===== config.mk =====
export PLATFORM = sky130hd
export DESIGN_NAME = wb_port_arbiter_flat
export DESIGN_NICKNAME = d
export VERILOG_FILES = /design/src/rtl/wb_port_arbiter_pkg.sv /design/src/rtl/wb_port_arbiter_if.sv /design/src/rtl/wb_port_arbiter_hold_buf.sv /design/src/rtl/wb_port_arbiter.sv /design/src/flat_wrapper.sv
export SDC_FILE = /design/constraint.sdc
export NUM_CORES = 1
export LEC_CHECK = 0
export CORE_UTILIZATION = 49
export CTS_BUF_LIST = sky130_fd_sc_hd__clkbuf_8 sky130_fd_sc_hd__clkbuf_16
export CTS_CLUSTER_SIZE = 12
export DETAILED_ROUTE_END_ITERATION = 16
export GPL_TIMING_DRIVEN = 0
export PLACE_DENSITY = 0.86
export SLEW_MARGIN = 20
export SYNTH_ARGS = -nofsm -noshare
export SYNTH_HDL_FRONTEND = slang
export SYNTH_SLANG_ARGS = --single-unit

===== constraint.sdc =====
create_clock -name clk -period 11.3 [get_ports clk]
set_input_delay 2.825 -clock clk [delete_from_list [all_inputs] [get_ports clk]]
set_output_delay 2.825 -clock clk [all_outputs]
set_load 0.1 [all_outputs]

===== src/rtl/wb_port_arbiter_pkg.sv =====
// Shared encodings and helpers for the register-file write-port arbiter.
// Grant-source codes, default widths and the one-hot destination decode.
package wb_port_arbiter_pkg;

  localparam int DATA_W_DEF = 16;
  localparam int ADDR_W_DEF = 3;

  localparam logic [1:0] GRANT_NONE = 2'b00;
  localparam logic [1:0] GRANT_PIPE = 2'b01;
  localparam logic [1:0] GRANT_FPU  = 2'b10;
  localparam logic [1:0] GRANT_CRY  = 2'b11;

  function automatic logic [7:0] rd_onehot(input logic [ADDR_W_DEF-1:0] rd);
    logic [7:0] m;
    m     = '0;
    m[rd] = 1'b1;
    return m;
  endfunction

endpackage


===== src/rtl/wb_port_arbiter_if.sv =====
// Bundle of writer-side and register-file-side signals around the arbiter.
// The slave modport is the arbiter's view; master is the surrounding logic.
interface wb_port_arbiter_if #(
  parameter int DATA_W = 16,
  parameter int ADDR_W = 3
);
  logic              pipe_we;
  logic [ADDR_W-1:0] pipe_rd;
  logic [DATA_W-1:0] pipe_data;
  logic              wb_stall;
  logic              fpu_valid;
  logic              fpu_ready;
  logic [ADDR_W-1:0] fpu_rd;
  logic [DATA_W-1:0] fpu_data;
  logic              cry_valid;
  logic              cry_ready;
  logic [ADDR_W-1:0] cry_rd;
  logic [DATA_W-1:0] cry_data;
  logic              reg_we;
  logic [ADDR_W-1:0] reg_waddr;
  logic [DATA_W-1:0] reg_wdata;
  logic [1:0]        grant_src;
  logic [7:0]        pending_mask;

  modport slave (
    input  pipe_we, pipe_rd, pipe_data,
    input  fpu_valid, fpu_rd, fpu_data,
    input  cry_valid, cry_rd, cry_data,
    output wb_stall, fpu_ready, cry_ready,
    output reg_we, reg_waddr, reg_wdata, grant_src, pending_mask
  );

  modport master (
    output pipe_we, pipe_rd, pipe_data,
    output fpu_valid, fpu_rd, fpu_data,
    output cry_valid, cry_rd, cry_data,
    input  wb_stall, fpu_ready, cry_ready,
    input  reg_we, reg_waddr, reg_wdata, grant_src, pending_mask
  );
endinterface


===== src/rtl/wb_port_arbiter_hold_buf.sv =====
// One-entry holding buffer for an accelerator result, with a saturating
// age counter that flags starvation after MAX_WAIT denied cycles.
module wb_hold_buf #(
  parameter int DATA_W   = 16,
  parameter int ADDR_W   = 3,
  parameter int MAX_WAIT = 4
) (
  input  logic              clk,
  input  logic              rst,
  input  logic              valid,
  output logic              ready,
  input  logic [ADDR_W-1:0] rd_in,
  input  logic [DATA_W-1:0] data_in,
  input  logic              grant,
  output logic              full,
  output logic [ADDR_W-1:0] rd,
  output logic [DATA_W-1:0] data,
  output logic              starved
);
  localparam logic [3:0] AGE_MAX = 4'(MAX_WAIT);

  logic              full_q, full_d;
  logic [3:0]        age_q, age_d;
  logic [ADDR_W-1:0] rd_q, rd_d;
  logic [DATA_W-1:0] data_q, data_d;

  always_ff @(posedge clk or posedge rst) begin
    if (rst) begin
      full_q <= 1'b0;
      age_q  <= '0;
      rd_q   <= '0;
      data_q <= '0;
    end else begin
      full_q <= full_d;
      age_q  <= age_d;
      rd_q   <= rd_d;
      data_q <= data_d;
    end
  end

  // Accept only while empty, so a drain and a new offer never overlap.
  always_comb begin
    full_d = full_q;
    age_d  = age_q;
    rd_d   = rd_q;
    data_d = data_q;
    if (grant) begin
      full_d = 1'b0;
      age_d  = '0;
    end else if (full_q) begin
      if (age_q != AGE_MAX) age_d = age_q + 4'd1;
    end else if (valid) begin
      full_d = 1'b1;
      age_d  = '0;
      rd_d   = rd_in;
      data_d = data_in;
    end
  end

  assign ready   = ~full_q & ~rst;
  assign full    = full_q;
  assign rd      = rd_q;
  assign data    = data_q;
  assign starved = full_q & (age_q == AGE_MAX);

endmodule


===== src/rtl/wb_port_arbiter.sv =====
// Arbitrates the single register-file write port between the pipeline
// writeback and two buffered accelerator results, with aging to bound waits.
module wb_port_arbiter
  import wb_port_arbiter_pkg::*;
#(
  parameter int DATA_W   = DATA_W_DEF,
  parameter int ADDR_W   = ADDR_W_DEF,
  parameter int MAX_WAIT = 4
) (
  input logic               clk,
  input logic               rst,
  wb_port_arbiter_if.slave  bus
);
  logic              fpu_full, fpu_starved, fpu_grant;
  logic              cry_full, cry_starved, cry_grant;
  logic [ADDR_W-1:0] fpu_rd, cry_rd;
  logic [DATA_W-1:0] fpu_data, cry_data;
  logic [1:0]        grant;
  logic              rr_q, rr_d;

  wb_hold_buf #(.DATA_W(DATA_W), .ADDR_W(ADDR_W), .MAX_WAIT(MAX_WAIT)) u_fpu_buf (
    .clk(clk), .rst(rst), .valid(bus.fpu_valid), .ready(bus.fpu_ready),
    .rd_in(bus.fpu_rd), .data_in(bus.fpu_data), .grant(fpu_grant),
    .full(fpu_full), .rd(fpu_rd), .data(fpu_data), .starved(fpu_starved)
  );

  wb_hold_buf #(.DATA_W(DATA_W), .ADDR_W(ADDR_W), .MAX_WAIT(MAX_WAIT)) u_cry_buf (
    .clk(clk), .rst(rst), .valid(bus.cry_valid), .ready(bus.cry_ready),
    .rd_in(bus.cry_rd), .data_in(bus.cry_data), .grant(cry_grant),
    .full(cry_full), .rd(cry_rd), .data(cry_data), .starved(cry_starved)
  );

  // rr_q = 0 prefers the FPU buffer on a tie.
  always_ff @(posedge clk or posedge rst) begin
    if (rst) rr_q <= 1'b0;
    else     rr_q <= rr_d;
  end

  always_comb begin
    grant = GRANT_NONE;
    if (rst)                          grant = GRANT_NONE;
    else if (fpu_starved && cry_starved) grant = rr_q ? GRANT_CRY : GRANT_FPU;
    else if (fpu_starved)             grant = GRANT_FPU;
    else if (cry_starved)             grant = GRANT_CRY;
    else if (bus.pipe_we)             grant = GRANT_PIPE;
    else if (fpu_full && cry_full)    grant = rr_q ? GRANT_CRY : GRANT_FPU;
    else if (fpu_full)                grant = GRANT_FPU;
    else if (cry_full)                grant = GRANT_CRY;
  end

  assign fpu_grant = (grant == GRANT_FPU);
  assign cry_grant = (grant == GRANT_CRY);

  always_comb begin
    rr_d = rr_q;
    if (fpu_grant)      rr_d = 1'b1;
    else if (cry_grant) rr_d = 1'b0;
  end

  always_comb begin
    bus.reg_waddr = '0;
    bus.reg_wdata = '0;
    case (grant)
      GRANT_PIPE: begin bus.reg_waddr = bus.pipe_rd; bus.reg_wdata = bus.pipe_data; end
      GRANT_FPU:  begin bus.reg_waddr = fpu_rd;      bus.reg_wdata = fpu_data;      end
      GRANT_CRY:  begin bus.reg_waddr = cry_rd;      bus.reg_wdata = cry_data;      end
      default:    ;
    endcase
  end

  assign bus.reg_we       = (grant != GRANT_NONE);
  assign bus.grant_src    = grant;
  assign bus.wb_stall     = bus.pipe_we & ~rst & (grant != GRANT_PIPE);
  assign bus.pending_mask = (rd_onehot(ADDR_W_DEF'(fpu_rd)) & {8{fpu_full}})
                          | (rd_onehot(ADDR_W_DEF'(cry_rd)) & {8{cry_full}});

endmodule


===== src/flat_wrapper.sv =====
// flat-port wrapper written by rule: the top's interface ports become plain ports
module wb_port_arbiter_flat import wb_port_arbiter_pkg::*;
#(
  parameter int DATA_W   = DATA_W_DEF,
  parameter int ADDR_W   = ADDR_W_DEF,
  parameter int MAX_WAIT = 4
)
  (clk, rst, bus_pipe_we, bus_pipe_rd, bus_pipe_data, bus_fpu_valid, bus_fpu_rd, bus_fpu_data, bus_cry_valid, bus_cry_rd, bus_cry_data, bus_wb_stall, bus_fpu_ready, bus_cry_ready, bus_reg_we, bus_reg_waddr, bus_reg_wdata, bus_grant_src, bus_pending_mask);
  wb_port_arbiter_if #(.DATA_W(DATA_W), .ADDR_W(ADDR_W)) bus_i ();
  input logic clk;
  input logic rst;
  input wire logic [$bits(bus_i.pipe_we)-1:0] bus_pipe_we;
  input wire logic [$bits(bus_i.pipe_rd)-1:0] bus_pipe_rd;
  input wire logic [$bits(bus_i.pipe_data)-1:0] bus_pipe_data;
  input wire logic [$bits(bus_i.fpu_valid)-1:0] bus_fpu_valid;
  input wire logic [$bits(bus_i.fpu_rd)-1:0] bus_fpu_rd;
  input wire logic [$bits(bus_i.fpu_data)-1:0] bus_fpu_data;
  input wire logic [$bits(bus_i.cry_valid)-1:0] bus_cry_valid;
  input wire logic [$bits(bus_i.cry_rd)-1:0] bus_cry_rd;
  input wire logic [$bits(bus_i.cry_data)-1:0] bus_cry_data;
  output wire logic [$bits(bus_i.wb_stall)-1:0] bus_wb_stall;
  output wire logic [$bits(bus_i.fpu_ready)-1:0] bus_fpu_ready;
  output wire logic [$bits(bus_i.cry_ready)-1:0] bus_cry_ready;
  output wire logic [$bits(bus_i.reg_we)-1:0] bus_reg_we;
  output wire logic [$bits(bus_i.reg_waddr)-1:0] bus_reg_waddr;
  output wire logic [$bits(bus_i.reg_wdata)-1:0] bus_reg_wdata;
  output wire logic [$bits(bus_i.grant_src)-1:0] bus_grant_src;
  output wire logic [$bits(bus_i.pending_mask)-1:0] bus_pending_mask;
  assign bus_i.pipe_we = bus_pipe_we;
  assign bus_i.pipe_rd = bus_pipe_rd;
  assign bus_i.pipe_data = bus_pipe_data;
  assign bus_i.fpu_valid = bus_fpu_valid;
  assign bus_i.fpu_rd = bus_fpu_rd;
  assign bus_i.fpu_data = bus_fpu_data;
  assign bus_i.cry_valid = bus_cry_valid;
  assign bus_i.cry_rd = bus_cry_rd;
  assign bus_i.cry_data = bus_cry_data;
  assign bus_wb_stall = bus_i.wb_stall;
  assign bus_fpu_ready = bus_i.fpu_ready;
  assign bus_cry_ready = bus_i.cry_ready;
  assign bus_reg_we = bus_i.reg_we;
  assign bus_reg_waddr = bus_i.reg_waddr;
  assign bus_reg_wdata = bus_i.reg_wdata;
  assign bus_grant_src = bus_i.grant_src;
  assign bus_pending_mask = bus_i.pending_mask;
  wb_port_arbiter #(.DATA_W(DATA_W), .ADDR_W(ADDR_W), .MAX_WAIT(MAX_WAIT)) u_core (.clk(clk), .rst(rst), .bus(bus_i));
endmodule

==> results of run 1 <==
==> cell usage after synthesis, types with 2 or more instances <==
library cell   n
dfrtp_1       49
mux2_2        38
a221o_1       17
and2_1        16
nor2_1        14
inv_1         11
a21oi_1       10
nand2_1        9
nand2b_1       9
clkbuf_1       8
o22ai_1        6
buf_2          4
ha_1           4
nor3_1         4
o21ai_0        4
buf_6          3
nand3_1        3
nor2b_1        3
a211oi_1       2
and4_1         2
maj3_2         2
nand3b_1       2
nor3b_1        2
o211ai_1       2
o311ai_0       2
o32ai_1        2
or2_2          2
==> worst paths after layout <==
kind                                                       startpoint  slack (ns)                                     to  depth (start not counted)
worst max register to register  u_core.u_cry_buf.age_q[0]$_DFFE_PP0P_        9.10  u_core.u_fpu_buf.age_q[2]$_DFFE_PP0P_                          8
min in group asynchronous                                         rst        2.69        u_core.u_cry_buf.full$_DFF_PP0_                          2
max in group asynchronous                                         rst        8.11  u_core.u_cry_buf.data[11]$_DFFE_PP0P_                          3
worst min-delay path            u_core.u_cry_buf.data[14]$_DFFE_PP0P_        0.51  u_core.u_cry_buf.data[14]$_DFFE_PP0P_                          1
worst min register to register  u_core.u_cry_buf.data[14]$_DFFE_PP0P_        0.51  u_core.u_cry_buf.data[14]$_DFFE_PP0P_                          1
worst max-delay path                                      bus_pipe_we        2.86                       bus_reg_wdata[8]                          6
==> stage by stage <==
stage | instance area [µm²] | hold slack, ns | cells | setup WS, ns | util
after CTS | 3830 | 0.520 | 417 | 2.86 | 0.735
after floorplan | 2700 | 0.481 | 245 | 1.63 | -
after global placement | 3720 | 0.491 | 408 | 1.68 | 0.715
after global routing | 3830 | 0.535 | 417 | 2.69 | 0.735
final | 3830 | 0.514 | 417 | 2.86 | 0.735
after detailed placement | 3740 | 0.497 | 409 | 2.88 | 0.719
==> registers in the layout, indices dropped and copies added, names as in the netlist <==
register,count
u_core.rr_q,1
u_core.u_cry_buf.age_q,4
u_core.u_cry_buf.data,16
u_core.u_cry_buf.full,1
u_core.u_cry_buf.rd,3
u_core.u_fpu_buf.age_q,4
u_core.u_fpu_buf.data,16
u_core.u_fpu_buf.full,1
u_core.u_fpu_buf.rd,3
==> layer usage <==
layer,share of wire,wire (µm)
met1,0.41,2860
met3,0.083,576
met5,0,0
met2,0.48,3360
met4,0.019,133
==> final cells by class <==
cell class,instances,share of cell area
inverter,11,0.0108
buffer,15,0.0219
sequential,49,0.320
clock inverter,3,0.00392
clock buffer,5,0.0180
tap,70,0.0229
multi-input combinational,170,0.353
timing repair buffer,94,0.249
==> logic make-up after synthesis <==
kind of cell	Yosys count	share of synthesized area
AND/OR/NAND/NOR	74	0.160
AO/OA/AOI/OAI	51	0.152
flip-flops	49	0.453
multiplexers	38	0.158
buffers and inverters	26	0.0463
adder cells (fa/ha/maj)	6	0.0268
XOR/XNOR	1	0.00324
==> critical path, stage by stage <==
cell and delay [ns]:
clkdlybuf4s50_1 0.52, nand2b_1 0.25, a221oi_4 0.47, buf_6 0.21, a221o_1 0.19, clkdlybuf4s50_1 1.14
==> summary.txt, run 1 <==
Run status
  – Outcome: finished, final reports clean

Global routing
  – GR Util met3: 0.0826
  – Grt total ovfl: 0
  – Initial antenna violation count: 0
  – Met2 global-route usage: 0.423
  – GR Util met1: 0.320
  – GRT busiest layer: met2
  – Vias in the first global route: 2435
  – Largest net degree at the start of global routing: 36
  – First-pass GRT wire length: 11900 µm
  – GR Util All Layers: 0.259

Min path
  – Hold Crit Class: flip-flop to flip-flop

CTS
  – Hold_buf cts: 0
  – Worst-path clk slew: 0.09 ns
  – CTS max path bufs: 2
  – Worst skew pair latency: 0.30 ns
  – Clk sinks: 49
  – CTS Buf Count: 5
  – Post-cts sizing count: 0
  – Total setup buffers inserted after CTS: 0
  – Htree depth: 2
  – CTS root buf: clkbuf_8
  – CTS tree: yes

Timing
  – Layout Skew: 0.00377 ns
  – Max_slew headroom: 0.323
  – Worst slew pin tran: 1.01 ns
  – Final critical-path required period: 8.44 ns
  – Final period utilization: 0.747
  – Setup TNS Final: 0 ns
  – Final hold vios: 0
  – RSZ-0062 raised after global routing: false
  – Setup violators final: 0
  – Max Fclk: 118 MHz
  – Fin. max-slew vios: 0

Layout
  – Share of cells above drive strength 1: 0.170
  – Fill cell total of the finished layout: 382
  – Commonest cells after routing, fill and taps aside: clkdlybuf4s50_1, dfrtp_1, mux2_2
  – Antenna diode count: 0
  – P&R area growth vs syn: 41.5%
  – FF/Latch Area: 1230 µm²
  – Commonest non-fill, non-tap cell in the layout: clkdlybuf4s50_1
  – Area occupied by multi-input gates: 1350 µm²
  – Nets: 412

Route
  – Remaining DRCs: 0
  – Final antenna-violating net count: 0
  – Via/cell ratio: 5.72
  – Routed WL per cell: 16.6 µm
  – 1st-iter DRT viols: 125
  – Vias after detailed routing: 2384
  – Final WL: 6940 µm
  – Pre-antenna DRT Iters: 4

Logic synthesis
  – Ys async rst share: 1.00
  – Area contributors post-synth: dfrtp_1, mux2_2, a221o_1, and2_1, nand2b_1
  – Yosys reg bits: 49
  – Synth Flop Type: dfrtp_1
  – Yosys cell types: 42
  – Average size of a mapped cell: 11.0 µm²
  – Syn Nets: 311
  – Post-Syn Area: 2700 µm²
  – Number of flops mapped to enable cells by yosys: 0
  – Sequential element share of the synthesized area: 0.453
  – Synthesized instance count: 245
  – Synth Warn #: 0
  – Yosys top cell area share: 0.453
  – Cell taking the most area after synthesis: dfrtp_1

Worst setup path
  – Crit path required time: 8.48 ns
  – Crit path launch type: primary input
  – Setup CP Type: primary input to output port
  – Worst Setup End Kind: output port
  – Worst-path maximum fanout: 10
  – CP arrival: 5.62 ns

Placement
  – GPL Wtd Cong: 0.841
  – Buffers on Ports: 93
  – DP Wirelength: 5250 µm

Floorplan
  – I/O pin total: 95
  – Die extent in x: 76.3 µm
  – Initial core utilization: 0.519
  – Core ar.: 5200 µm²
  – Die Height: 76.3 µm
  – Total Die Area: 5820 µm²
  – Row cnt: 26

Flow run
  – Max_cap viols: 0
Power of run 1 is not shown: default switching activity piles up to over one toggle a cycle in this logic, so the estimate is an artifact.
==> run 2, diff against run 1 <==
- CORE_UTILIZATION: 49 -> 41
- PLACE_DENSITY: 0.86 -> 0.77
- clock period: 11.3 -> 7.7 ns (I/O delays scaled with it)
==> run 2 against run 1 <==
Effect of this change: flip-flop and latch count is the same; via count decreased by 3.5%; global-route usage decreased by 5.3 points; non-clock buffer count unchanged; setup slack lost 2.0 ns; utilization decreased by 13 points; critical path type unchanged.
==> summary.txt, run 2 (same netlist as run 1, synthesis figures left out) <==
Floorplan
  – Initial core utilization: 0.426
  – I/O pin total: 95
  – Core ar.: 6350 µm²
  – Row cnt: 29
  – Die extent in x: 83.2 µm
  – Die Height: 83.2 µm
  – Total Die Area: 6920 µm²

Min path
  – Hold Crit Class: flip-flop to flip-flop
  – Hold wc startpoint: u_core.u_cry_buf.data[13]$_DFFE_PP0P_
  – Worst hold endpoint: u_core.u_cry_buf.data[13]$_DFFE_PP0P_
  – Cells on Worst Hold Path: 1

Route
  – Final antenna-violating net count: 0
  – Final WL: 6770 µm
  – Routed WL per cell: 16.0 µm
  – Vias after detailed routing: 2300
  – Via/cell ratio: 5.42
  – Pre-antenna DRT Iters: 4
  – Remaining DRCs: 0
  – 1st-iter DRT viols: 110

CTS
  – Worst skew pair latency: 0.30 ns
  – Worst-path clk slew: 0.08 ns
  – Total setup buffers inserted after CTS: 0
  – CTS max path bufs: 2
  – Post-cts sizing count: 0
  – CTS Buf Count: 5
  – CTS tree: yes
  – Clk sinks: 49
  – Hold_buf cts: 0
  – CTS root buf: clkbuf_8
  – Htree depth: 2

Layout
  – P&R area growth vs syn: 42.3%
  – Fill cell total of the finished layout: 526
  – Commonest non-fill, non-tap cell in the layout: clkdlybuf4s50_1
  – Antenna diode count: 0
  – Share of cells above drive strength 1: 0.176
  – Finished Layout Cells: 424
  – Commonest cells after routing, fill and taps aside: clkdlybuf4s50_1, dfrtp_1, mux2_2
  – Nets: 412

Timing
  – Max_slew headroom: 0.328
  – Setup violators final: 0
  – Worst slew pin tran: 1.00 ns
  – Final period utilization: 0.883
  – Final hold vios: 0
  – Max Fclk: 147 MHz
  – Final critical-path required period: 6.80 ns
  – Fin. max-slew vios: 0
  – RSZ-0062 raised after global routing: false
  – Setup TNS Final: 0 ns
  – Layout Skew: 0.00797 ns

Global routing
  – Vias in the first global route: 2316
  – Initial antenna violation count: 0
  – GR Util All Layers: 0.205
  – Largest net degree at the start of global routing: 27
  – Grt total ovfl: 0
  – First-pass GRT wire length: 11400 µm

Worst setup path
  – Crit path required time: 5.78 ns
  – CP arrival: 4.87 ns
  – Worst-path maximum fanout: 25
  – Critical Path Start: rst
  – Reg2reg end: u_core.rr_q$_DFFE_PP0P_
  – Setup CP Type: primary input to output port
  – Crit path launch type: primary input
  – Reg2Reg Depth: 8
  – Worst Setup End Kind: output port
  – R2r setup slk: 5.50 ns
  – Worst R2R Start: u_core.u_cry_buf.age_q[0]$_DFFE_PP0P_

Placement
  – DP Wirelength: 5120 µm
  – Placed Cells incl. Taps: 416
  – GPL Wtd Cong: 0.819
  – Buffers on Ports: 93

Run status
  – Outcome: finished, final reports clean

Flow run
  – Max_cap viols: 0
run 2: layout make-up:
type	instances	area, µm²	area share
Multi-Input combinational cell	170	1350	0.352
Sequential cell	49	1230	0.319
Timing Repair Buffer	94	951	0.247
Tap cell	77	96.3	0.0250
Buffer	15	83.8	0.0218
Clock buffer	6	82.6	0.0215
Inverter	11	41.3	0.0107
Clock inverter	2	13.8	0.00358
run 2: layer usage:
metal / wire length [µm] / vias up / global-route usage
li1: - / 1102 / -
met1: 2930 / 1107 / 0.257
met2: 3190 / 80 / 0.338
met3: 532 / 11 / 0.0656
met4: 115 / 0 / 0.0627
met5: 0 / - / 0
run 2: metrics by stage:
step | worst slack (ns) | cell area (µm²) | hold WS, ns | utilization
detailed placement | 0.884 | 3750 | 0.499 | 0.591
global placement | -0.217 | 3730 | 0.491 | 0.588
floorplan | -0.172 | 2700 | 0.481 | -
global route | 0.728 | 3850 | 0.534 | 0.606
CTS | 0.870 | 3850 | 0.520 | 0.606
finish | 0.902 | 3850 | 0.516 | 0.606
run 2: how the worst max path moves through the flow:
stage / endpoint / depth (start not counted) / slack, ns
finish: bus_reg_wdata[8] / 7 / 0.90
global route: bus_reg_wdata[8] / 7 / 0.73
global placement: bus_reg_wdata[8] / 7 / -0.22
floorplan: bus_reg_wdata[0] / 3 / -0.17
CTS: bus_reg_wdata[8] / 7 / 0.87
detailed placement: bus_reg_wdata[8] / 7 / 0.88
run 2: worst max-delay path, cell delays in order:
cell and delay [ns]:
clkbuf_1 0.22, inv_2 0.49, and4_1 0.31, clkbuf_1 0.44, and2_1 0.21, a221o_1 0.14, clkdlybuf4s50_1 1.14
Power of run 2 is left out for the same reason.
